<file path="config.mk">
export PLATFORM = sky130hd
export DESIGN_NAME = multicycle_alu_flat
export DESIGN_NICKNAME = d
export VERILOG_FILES = /design/src/rtl/multicycle_alu_if.sv /design/src/rtl/multicycle_alu.sv /design/src/flat_wrapper.sv
export SDC_FILE = /design/constraint.sdc
export NUM_CORES = 1
export LEC_CHECK = 0
export CORE_ASPECT_RATIO = 1.1
export CORE_MARGIN = 10
export CORE_UTILIZATION = 45
export CTS_CLUSTER_SIZE = 10
export DETAILED_ROUTE_END_ITERATION = 10
export PLACE_DENSITY = 0.62
export SYNTH_ARGS = -nofsm -noshare
export SYNTH_HDL_FRONTEND = slang
export SYNTH_SLANG_ARGS = --single-unit
export TNS_END_PERCENT = 1
</file>
<file path="constraint.sdc">
create_clock -name clk -period 1.15 [get_ports clk]
set_clock_uncertainty 0.1 [all_clocks]
set_input_delay 0.115 -clock clk [delete_from_list [all_inputs] [get_ports clk]]
set_output_delay 0.115 -clock clk [all_outputs]
set_load 0.02 [all_outputs]
</file>
<file path="src/rtl/multicycle_alu_if.sv">
// Request/response bundle between the control unit (master) and multicycle_alu (slave).
interface multicycle_alu_if #(
    parameter int unsigned WIDTH = 32
);
    logic             start;
    logic [3:0]       func;
    logic [WIDTH-1:0] read_data1;
    logic [WIDTH-1:0] read_data2;
    logic             ready;
    logic             done;
    logic [WIDTH-1:0] result;
    logic             isZero;
    logic             overflow;
    logic             illegal;

    modport master (
        output start, func, read_data1, read_data2,
        input  ready, done, result, isZero, overflow, illegal
    );

    modport slave (
        input  start, func, read_data1, read_data2,
        output ready, done, result, isZero, overflow, illegal
    );
endinterface

</file>
<file path="src/rtl/multicycle_alu.sv">
// Registered ALU: 1-cycle logic/arith/compare/shift ops; iterative MUL/DIV/REM
// (WIDTH+1 cycle latency) is built only when ALU_MULDIV_EN is defined.
module multicycle_alu #(
    parameter int unsigned WIDTH = 32
) (
    input  logic            clk,
    input  logic            reset,
    multicycle_alu_if.slave bus
);
    localparam int unsigned SHW = $clog2(WIDTH);

    localparam logic [3:0] F_ADD  = 4'h0;
    localparam logic [3:0] F_SUB  = 4'h1;
    localparam logic [3:0] F_AND  = 4'h2;
    localparam logic [3:0] F_OR   = 4'h3;
    localparam logic [3:0] F_XOR  = 4'h4;
    localparam logic [3:0] F_NOR  = 4'h5;
    localparam logic [3:0] F_SLT  = 4'h6;
    localparam logic [3:0] F_SLTU = 4'h7;
    localparam logic [3:0] F_SLL  = 4'h8;
    localparam logic [3:0] F_SRL  = 4'h9;
    localparam logic [3:0] F_SRA  = 4'hA;

`ifdef ALU_MULDIV_EN
    localparam logic [3:0] F_MUL  = 4'hB;
    localparam logic [3:0] F_DIV  = 4'hC;
    localparam logic [3:0] F_REM  = 4'hD;
    localparam logic [1:0] OP_MUL = 2'd0;
    localparam logic [1:0] OP_DIV = 2'd1;
    localparam logic [1:0] OP_REM = 2'd2;

    typedef enum logic [1:0] {IDLE = 2'd0, DONE = 2'd1, EXEC = 2'd2} state_t;
`else
    typedef enum logic [1:0] {IDLE = 2'd0, DONE = 2'd1} state_t;
`endif

    state_t           state_q, state_d;
    logic             ready_q, ready_d;
    logic             done_q, done_d;
    logic [WIDTH-1:0] result_q, result_d;
    logic             is_zero_q, is_zero_d;
    logic             overflow_q, overflow_d;
    logic             illegal_q, illegal_d;

    logic [WIDTH-1:0] op_a, op_b, sum, diff, sc_res;
    logic [SHW-1:0]   sh_amt;
    logic             sc_ovf, sc_ill;

    assign op_a   = bus.read_data1;
    assign op_b   = bus.read_data2;
    assign sum    = op_a + op_b;
    assign diff   = op_a - op_b;
    assign sh_amt = op_b[SHW-1:0];

`ifdef ALU_MULDIV_EN
    logic [SHW-1:0]   cnt_q, cnt_d;
    logic [1:0]       md_op_q, md_op_d;
    logic             a_neg_q, a_neg_d, b_neg_q, b_neg_d;
    // acc: product / partial remainder; opa: multiplicand / dividend->quotient; opb: multiplier / divisor
    logic [WIDTH-1:0] acc_q, acc_d, opa_q, opa_d, opb_q, opb_d;
    logic [WIDTH:0]   rem_shift, rem_diff;
    logic [WIDTH-1:0] step_acc, step_opa, step_opb, quo_fix, rem_fix, md_res;
    logic             is_muldiv_c;

    assign is_muldiv_c = (bus.func == F_MUL) || (bus.func == F_DIV) || (bus.func == F_REM);

    // One shift-add or restoring shift-subtract step, plus sign fix-up of that step's result
    always_comb begin : muldiv_step
        rem_shift = {acc_q, opa_q[WIDTH-1]};
        rem_diff  = rem_shift - {1'b0, opb_q};
        step_acc  = acc_q;
        step_opa  = opa_q;
        step_opb  = opb_q;
        if (md_op_q == OP_MUL) begin
            if (opb_q[0]) begin
                step_acc = acc_q + opa_q;
            end
            step_opa = opa_q << 1;
            step_opb = opb_q >> 1;
        end else if (!rem_diff[WIDTH]) begin
            step_acc = rem_diff[WIDTH-1:0];
            step_opa = {opa_q[WIDTH-2:0], 1'b1};
        end else begin
            step_acc = rem_shift[WIDTH-1:0];
            step_opa = {opa_q[WIDTH-2:0], 1'b0};
        end
        quo_fix = (a_neg_q ^ b_neg_q) ? -step_opa : step_opa;
        rem_fix = a_neg_q ? -step_acc : step_acc;
        // Divide by zero leaves |dividend| as remainder, so only the quotient needs forcing
        case (md_op_q)
            OP_MUL:  md_res = step_acc;
            OP_DIV:  md_res = (opb_q == '0) ? '1 : quo_fix;
            default: md_res = rem_fix;
        endcase
    end
`endif

    always_comb begin : single_cycle_op
        sc_res = '0;
        sc_ovf = 1'b0;
        sc_ill = 1'b0;
        case (bus.func)
            F_ADD: begin
                sc_res = sum;
                sc_ovf = (op_a[WIDTH-1] == op_b[WIDTH-1]) && (sum[WIDTH-1] != op_a[WIDTH-1]);
            end
            F_SUB: begin
                sc_res = diff;
                sc_ovf = (op_a[WIDTH-1] != op_b[WIDTH-1]) && (diff[WIDTH-1] != op_a[WIDTH-1]);
            end
            F_AND:   sc_res = op_a & op_b;
            F_OR:    sc_res = op_a | op_b;
            F_XOR:   sc_res = op_a ^ op_b;
            F_NOR:   sc_res = ~(op_a | op_b);
            F_SLT:   sc_res = {{(WIDTH-1){1'b0}}, $signed(op_a) < $signed(op_b)};
            F_SLTU:  sc_res = {{(WIDTH-1){1'b0}}, op_a < op_b};
            F_SLL:   sc_res = op_a << sh_amt;
            F_SRL:   sc_res = op_a >> sh_amt;
            F_SRA:   sc_res = $unsigned($signed(op_a) >>> sh_amt);
            default: sc_ill = 1'b1;
        endcase
    end

    always_comb begin : fsm_next
        state_d    = state_q;
        done_d     = 1'b0;
        result_d   = result_q;
        is_zero_d  = is_zero_q;
        overflow_d = overflow_q;
        illegal_d  = illegal_q;
`ifdef ALU_MULDIV_EN
        cnt_d      = cnt_q;
        md_op_d    = md_op_q;
        a_neg_d    = a_neg_q;
        b_neg_d    = b_neg_q;
        acc_d      = acc_q;
        opa_d      = opa_q;
        opb_d      = opb_q;
`endif
        case (state_q)
            IDLE, DONE: begin
                state_d = IDLE;
                if (bus.start) begin
`ifdef ALU_MULDIV_EN
                    if (is_muldiv_c) begin
                        state_d = EXEC;
                        cnt_d   = '0;
                        acc_d   = '0;
                        a_neg_d = op_a[WIDTH-1];
                        b_neg_d = op_b[WIDTH-1];
                        if (bus.func == F_MUL) begin
                            md_op_d = OP_MUL;
                            opa_d   = op_a;
                            opb_d   = op_b;
                        end else begin
                            md_op_d = (bus.func == F_DIV) ? OP_DIV : OP_REM;
                            opa_d   = op_a[WIDTH-1] ? -op_a : op_a;
                            opb_d   = op_b[WIDTH-1] ? -op_b : op_b;
                        end
                    end else
`endif
                    begin
                        state_d    = DONE;
                        done_d     = 1'b1;
                        result_d   = sc_res;
                        is_zero_d  = (sc_res == '0);
                        overflow_d = sc_ovf;
                        illegal_d  = sc_ill;
                    end
                end
            end
`ifdef ALU_MULDIV_EN
            EXEC: begin
                cnt_d = cnt_q + SHW'(1);
                acc_d = step_acc;
                opa_d = step_opa;
                opb_d = step_opb;
                if (cnt_q == SHW'(WIDTH - 1)) begin
                    state_d    = DONE;
                    done_d     = 1'b1;
                    result_d   = md_res;
                    is_zero_d  = (md_res == '0);
                    overflow_d = 1'b0;
                    illegal_d  = 1'b0;
                end
            end
`endif
            default: state_d = IDLE;
        endcase
`ifdef ALU_MULDIV_EN
        ready_d = (state_d != EXEC);
`else
        ready_d = 1'b1;
`endif
    end

    always_ff @(posedge clk or posedge reset) begin : regs
        if (reset) begin
            state_q    <= IDLE;
            ready_q    <= 1'b1;
            done_q     <= 1'b0;
            result_q   <= '0;
            is_zero_q  <= 1'b1;
            overflow_q <= 1'b0;
            illegal_q  <= 1'b0;
`ifdef ALU_MULDIV_EN
            cnt_q      <= '0;
            md_op_q    <= OP_MUL;
            a_neg_q    <= 1'b0;
            b_neg_q    <= 1'b0;
            acc_q      <= '0;
            opa_q      <= '0;
            opb_q      <= '0;
`endif
        end else begin
            state_q    <= state_d;
            ready_q    <= ready_d;
            done_q     <= done_d;
            result_q   <= result_d;
            is_zero_q  <= is_zero_d;
            overflow_q <= overflow_d;
            illegal_q  <= illegal_d;
`ifdef ALU_MULDIV_EN
            cnt_q      <= cnt_d;
            md_op_q    <= md_op_d;
            a_neg_q    <= a_neg_d;
            b_neg_q    <= b_neg_d;
            acc_q      <= acc_d;
            opa_q      <= opa_d;
            opb_q      <= opb_d;
`endif
        end
    end

    assign bus.ready    = ready_q;
    assign bus.done     = done_q;
    assign bus.result   = result_q;
    assign bus.isZero   = is_zero_q;
    assign bus.overflow = overflow_q;
    assign bus.illegal  = illegal_q;
endmodule

</file>
<file path="src/flat_wrapper.sv">
// flat-port wrapper written by rule: the top's interface ports become plain ports
module multicycle_alu_flat 
#(
    parameter int unsigned WIDTH = 32
)
  (clk, reset, bus_start, bus_func, bus_read_data1, bus_read_data2, bus_ready, bus_done, bus_result, bus_isZero, bus_overflow, bus_illegal);
  multicycle_alu_if #(.WIDTH(WIDTH)) bus_i ();
  input  logic clk;
  input  logic reset;
  input wire logic [$bits(bus_i.start)-1:0] bus_start;
  input wire logic [$bits(bus_i.func)-1:0] bus_func;
  input wire logic [$bits(bus_i.read_data1)-1:0] bus_read_data1;
  input wire logic [$bits(bus_i.read_data2)-1:0] bus_read_data2;
  output wire logic [$bits(bus_i.ready)-1:0] bus_ready;
  output wire logic [$bits(bus_i.done)-1:0] bus_done;
  output wire logic [$bits(bus_i.result)-1:0] bus_result;
  output wire logic [$bits(bus_i.isZero)-1:0] bus_isZero;
  output wire logic [$bits(bus_i.overflow)-1:0] bus_overflow;
  output wire logic [$bits(bus_i.illegal)-1:0] bus_illegal;
  assign bus_i.start = bus_start;
  assign bus_i.func = bus_func;
  assign bus_i.read_data1 = bus_read_data1;
  assign bus_i.read_data2 = bus_read_data2;
  assign bus_ready = bus_i.ready;
  assign bus_done = bus_i.done;
  assign bus_result = bus_i.result;
  assign bus_isZero = bus_i.isZero;
  assign bus_overflow = bus_i.overflow;
  assign bus_illegal = bus_i.illegal;
  multicycle_alu #(.WIDTH(WIDTH)) u_core (.clk(clk), .reset(reset), .bus(bus_i));
endmodule
</file>
## After elaboration in Yosys (flattened, before gate mapping)

Index checks and enable logic that the tools add are counted.
Widths: inputs -> output; s select.

- Input bits: 71
- Output and inout bits: 37
- Flip-flop bits (word level): 37
- Logic and storage cells: 47

- Shifts and indexed selects: 3
- Eq/ne operators: 15
- Muxes and demuxes: 7
- Reduce and logical (&&, ||, !) cells: 8
- Bitwise logic cells: 4
- Add/sub/neg operators: 2
- $lt $le $gt $ge: 2

Operators by type and width:

| operator | count |
|---|---|
| $pmux 32 s11 | 1 |
| $lt 32x32->1 | 2 |
| $add 32x32->32 | 1 |
| $and 32x32->32 | 1 |
| $logic_not 32->1 | 1 |
| $not 32->32 | 1 |
| $or 32x32->32 | 1 |
| $shl 32x5->32 | 1 |
| $shr 32x5->32 | 1 |
| $sshr 32x5->32 | 1 |
| $sub 32x32->32 | 1 |
| $xor 32x32->32 | 1 |
| $eq 4x3->1 const B | 4 |
| $eq 4x4->1 const B | 3 |
| $reduce_or 11->1 | 1 |
| $eq 4x2->1 const B | 2 |
| $mux 1 | 5 |
| $eq 4x1->1 const B | 1 |
| $logic_not 4->1 | 1 |
| $ne 1x1->1 | 3 |
| $logic_and 1x1->1 | 2 |
| $logic_not 2->1 | 1 |
| $pmux 1 s2 | 1 |
| $reduce_and 2->1 | 1 |
| 3 further kinds | 3 |

## Depth between registers and ports, before layout

- Depth after elaboration: 4
- Mapped depth: 18
- Gate-level depth less buffers: 13

## Worst setup path after synthesis

No wires, ideal clock.

- Path kind: input port to flip-flop
- Start point: input port bus_read_data2[2]
- End point: register u_core.is_zero_q (netlist: u_core.bus.isZero)
- Setup time: 0.089 ns
- Arrival time: 3.963 ns
- Path buffers: 6
- Slack: -3.003 ns
- Required time: 0.961 ns
- Stages on the path: 18
- Path through: buf_2 > buf_4 > buf_2 > inv_2 > clkbuf_1 > ha_1 > buf_6 > o21ba_1 > or4_4 > buf_6 > a21oi_4 > o31ai_2 > a21oi_4 > nor3_1 > or4_4 > a2111oi_2 > nand4_1 > o32ai_2

- Longest elaborated chain between the ends: 4
- Elaborated cells between the ends (all ways): 13
- Classes of those cells: add/sub (2); order compare (2); shift (3); mux (1); bitwise (4); reduce/logical (1)

RTL lines:

| what | RTL line | text |
|---|---|---|
| start, declared | flat_wrapper.sv:13 | `input wire logic [$bits(bus_i.read_data2)-1:0] bus_read_data2;` |
| branches (longest 2 deep; another with $sub 32x32->32) | n/a |  |
| $pmux 32 s11 * | multicycle_alu.sv:102 | `case (bus.func)` |
| $logic_not 32->1 * | multicycle_alu.sv:166 | `is_zero_d = (sc_res == '0);` |
| end signal, assigned | multicycle_alu.sv:220 | `is_zero_q <= is_zero_d;` |
| end, declared | multicycle_alu.sv:41 | `logic is_zero_q, is_zero_d;` |

Every way passes the cells marked *.
A chain may end at the register's enable or synchronous reset.

## Worst setup path in the final report

- Start point: input port bus_read_data2[12]
- End point: register u_core.is_zero_q (netlist: u_core.bus.isZero)

The elaborated chain is that of the path after synthesis.

==> flow_metrics.tcl <==
set metrics [dict create \
    dp_hpwl_um 54300 \
    fp.dieW_um 177 \
    fin_tns_setup_ns -57.81 \
    worstPathArrival_ns 3.55 \
    slowest_delay_ns 0.53 \
    crit_path_start_kind "input port" \
    clk_latency_ns 0.28 \
    fin_crit_sh_pct 300 \
    grt_max_degree 59 \
    synth_area_mm2 0.0122 \
    drtAntennaViolNets 0 \
    syn_inst 1657 \
    firstDrtPassIters 6 \
    rsz0062_at_grt "true" \
    drive_gt1_share_pct 44.8 \
    reg2reg_to "u_core.bus.overflow" \
    cts_buffers 5 \
    start_util_pct 45.4 \
    rr_startpoint "u_core.bus.overflow" \
    ys.flop_type "dfrtp_1" \
    critPathLaunch "bus_read_data2[12]" \
    crit_path_end_kind "flip-flop" \
    clockBufferDepth 2 \
    die_area_mm2 0.0341 \
    cts_sinks 36 \
    globalRouteTotalUtil_pct 37.2 \
    clkTransAtPathRegs_ns 0.05 \
    syn_nets 1829 \
    fillers 2148 \
    ir_worst_vdd_uv 1070 \
    cellLeakagePower_nw 8.96 \
    remaining_drc_errors 0 \
    antenna_found_initial 0 \
    critPathKind "in -> reg" \
    yosys-top-cells-area "ha_1 (10%), mux4_2 (9.2%), dfrtp_1 (7.2%)" \
    max-cap-violations 0 \
    row_count 63 \
    setup_viol 34 \
    yosysTopAreaCellShare_pct 10.1 \
    grt_pass1_wl_um 98200 \
    path_cells "clkdlybuf4s50_1 -> inv_1 -> ha_1 -> or2_2 -> a2111oi_4 -> buf_4 -> o31ai_4 -> a21oi_4 -> nor3_1 -> or4_4 -> a2111oi_4 -> nand4_1 -> o32ai_2" \
    holdBufCountCts 0 \
    vias 17000 \
    drt-vias-per-instance 6.35 \
    crit_family "compound AO/OA/AOI/OAI gates" \
    ys_top_cells_by_count "nor2_1 (148), nand2_1 (147), a21oi_1 (133)" \
    synth-edff-count 0 \
    max-slew-margin-rel_pct 52.4 \
    crit_path_frequent_cell "a2111oi_4" \
    final_util_pct 73.0 \
    worst-path-buf-inv 3 \
    finalHoldViolCount 0 \
    synthArstFlopShare_pct 100 \
    num_io_pins 108 \
    avgSynthCellArea_um2 7.37 \
    drv_slew 0 \
    min_period_ns 3.45 \
    crit_required_ns 1.24 \
    wl_per_cell_um 24.8 \
    drt-total-wl_um 66300 \
    fin_ws_ns -2.30 \
    hp-class "in -> async" \
    max_freq_mhz 290 \
    synth_largest_area_cell "ha_1" \
    ys_ff_latch 36 \
    port-buffer-count 106 \
    p_total_mw 12.6 \
    fp.dieH_um 193 \
    root_buffer "clkbuf_16" \
    gp_congestion 1.10 \
    grt_overflow 0 \
    violations "negative setup slack" \
    ys_seq_area_share_pct 7.39 \
    timing.hold.ws_ns 0.0827 \
    power_density_mw_per_mm2 641 \
    r2r_cells 2 \
    area_growth_pct 60.7 \
    final_nets 2482 \
    synth.distinct_cells 105 \
    crit_slowest_cell "clkdlybuf4s50_1" \
    r2r_slack_ns 0.19 \
    crit_fanout 4 \
    cts_tree "yes" \
    status "complete, but fails checks" \
    yosysMostFrequentCell "nor2_1" \
    yosys_warnings 0 \
    core_area_mm2 0.0269 \
    drtIter0Drc 1789 \
    h-tree-depth 2 \
    tightest_slew_ns 0.706 \
    post-place-ws_ns -3.02 \
    grt_pass1_vias 16300 \
]
## routing by layer
| layer | GRT usage (%) | wire length, um | up-vias |
|---|---|---|---|
| li1 | - | - | 7581 |
| met1 | 45.7 | 24900 | 8057 |
| met2 | 59.6 | 29900 | 1063 |
| met3 | 7.93 | 7170 | 263 |
| met4 | 20.8 | 4380 | 0 |
| met5 | 0 | 0 | - |
## cells in the final DEF, fill, tap and decap left out, drive strengths merged, types with 11 or more instances in the layout
cell type and n:
or3 11, nand2b 14, clkbuf 13, a21oi 135
o22ai 15, a22oi 18, dlymetal6s2s 29, o221ai 12
a211oi 20, ha 99, o21a 11, nand2 147
o21bai 11, nor2 148, nor2b 24, xnor2 11
a221oi 17, nor3 39, mux4 51, clkdlybuf4s50 27
mux2 43, o31ai 15, o2111ai 16, mux2i 54
nand4 18, o211ai 51, inv 93, o21ai 81
a21boi 12, a31oi 22, dfrtp 35, clkdlybuf4s15 20
nor4 27, a21o 19, nand3 52, and3 18
a211o 11, buf 719
## power by group
part	switching, mW	internal [mW]
registers	0.0892	1.45
clock network	0.449	0.861
logic	5.12	4.60
total	5.66	6.91
## cell families (layout without fill, tap and decap cells)
family / count (synthesis) / count (layout) / synth area share [%]
AO/OA/AOI/OAI: 549 / 549 / 31.6
flip-flops: 36 / 36 / 7.39
other: 1 / 3 / 0.0307
AND/OR/NAND/NOR: 556 / 556 / 22.7
buffers and inverters: 254 / 908 / 9.08
XOR/XNOR: 12 / 12 / 0.861
multiplexers: 148 / 148 / 18.0
adder cells (fa/ha/maj): 101 / 101 / 10.5
## sequential cells by signal (all words and copies together), names as in the netlist
name / count
u_core.state_q: 1
u_core.bus.isZero: 1
u_core.bus.overflow: 1
u_core.bus.illegal: 1
u_core.bus.result: 32
## repair_timing
| item | CTS | global route |
|---|---|---|
| setup endpoints to repair | 71 | 52 |
| setup buffers | 8 | 27 |
| gates resized for setup | 217 | 184 |
| pin swaps | 16 | 44 |
| gates cloned | 0 | 1 |
## worst min-delay path: cells and delay by family
family / cells / cell delay (ns)
buf+inv: 3 / 0.70
## worst max-delay path by stage
stage                        endpoint  cells past startpoint
finish              u_core.bus.isZero                     13
global route        u_core.bus.isZero                     16
CTS                 u_core.bus.isZero                     17
detailed placement  u_core.bus.isZero                     14
global placement    u_core.bus.isZero                     16
floorplan           u_core.bus.isZero                     18
## final cells by class
cell class / count / area (um^2) / area share, %
Multi-Input combinational cell: 1367 / 11200 / 57.1
Timing Repair Buffer: 803 / 6540 / 33.3
Sequential cell: 36 / 902 / 4.60
Tap cell: 357 / 447 / 2.28
Inverter: 97 / 379 / 1.93
Clock buffer: 8 / 146 / 0.746
Antenna cell: 2 / 5.00 / 0.0255
## metrics by stage
step / instances / area [um^2]
2_1_floorplan: 1657 / 12300
6_report: 2670 / 19600
3_3_place_gp: 2624 / 18100
5_1_grt: 2668 / 19600
3_5_place_dp: 2624 / 18100
4_1_cts: 2640 / 18800
Note: power is estimated with default switching activity, not from simulation.
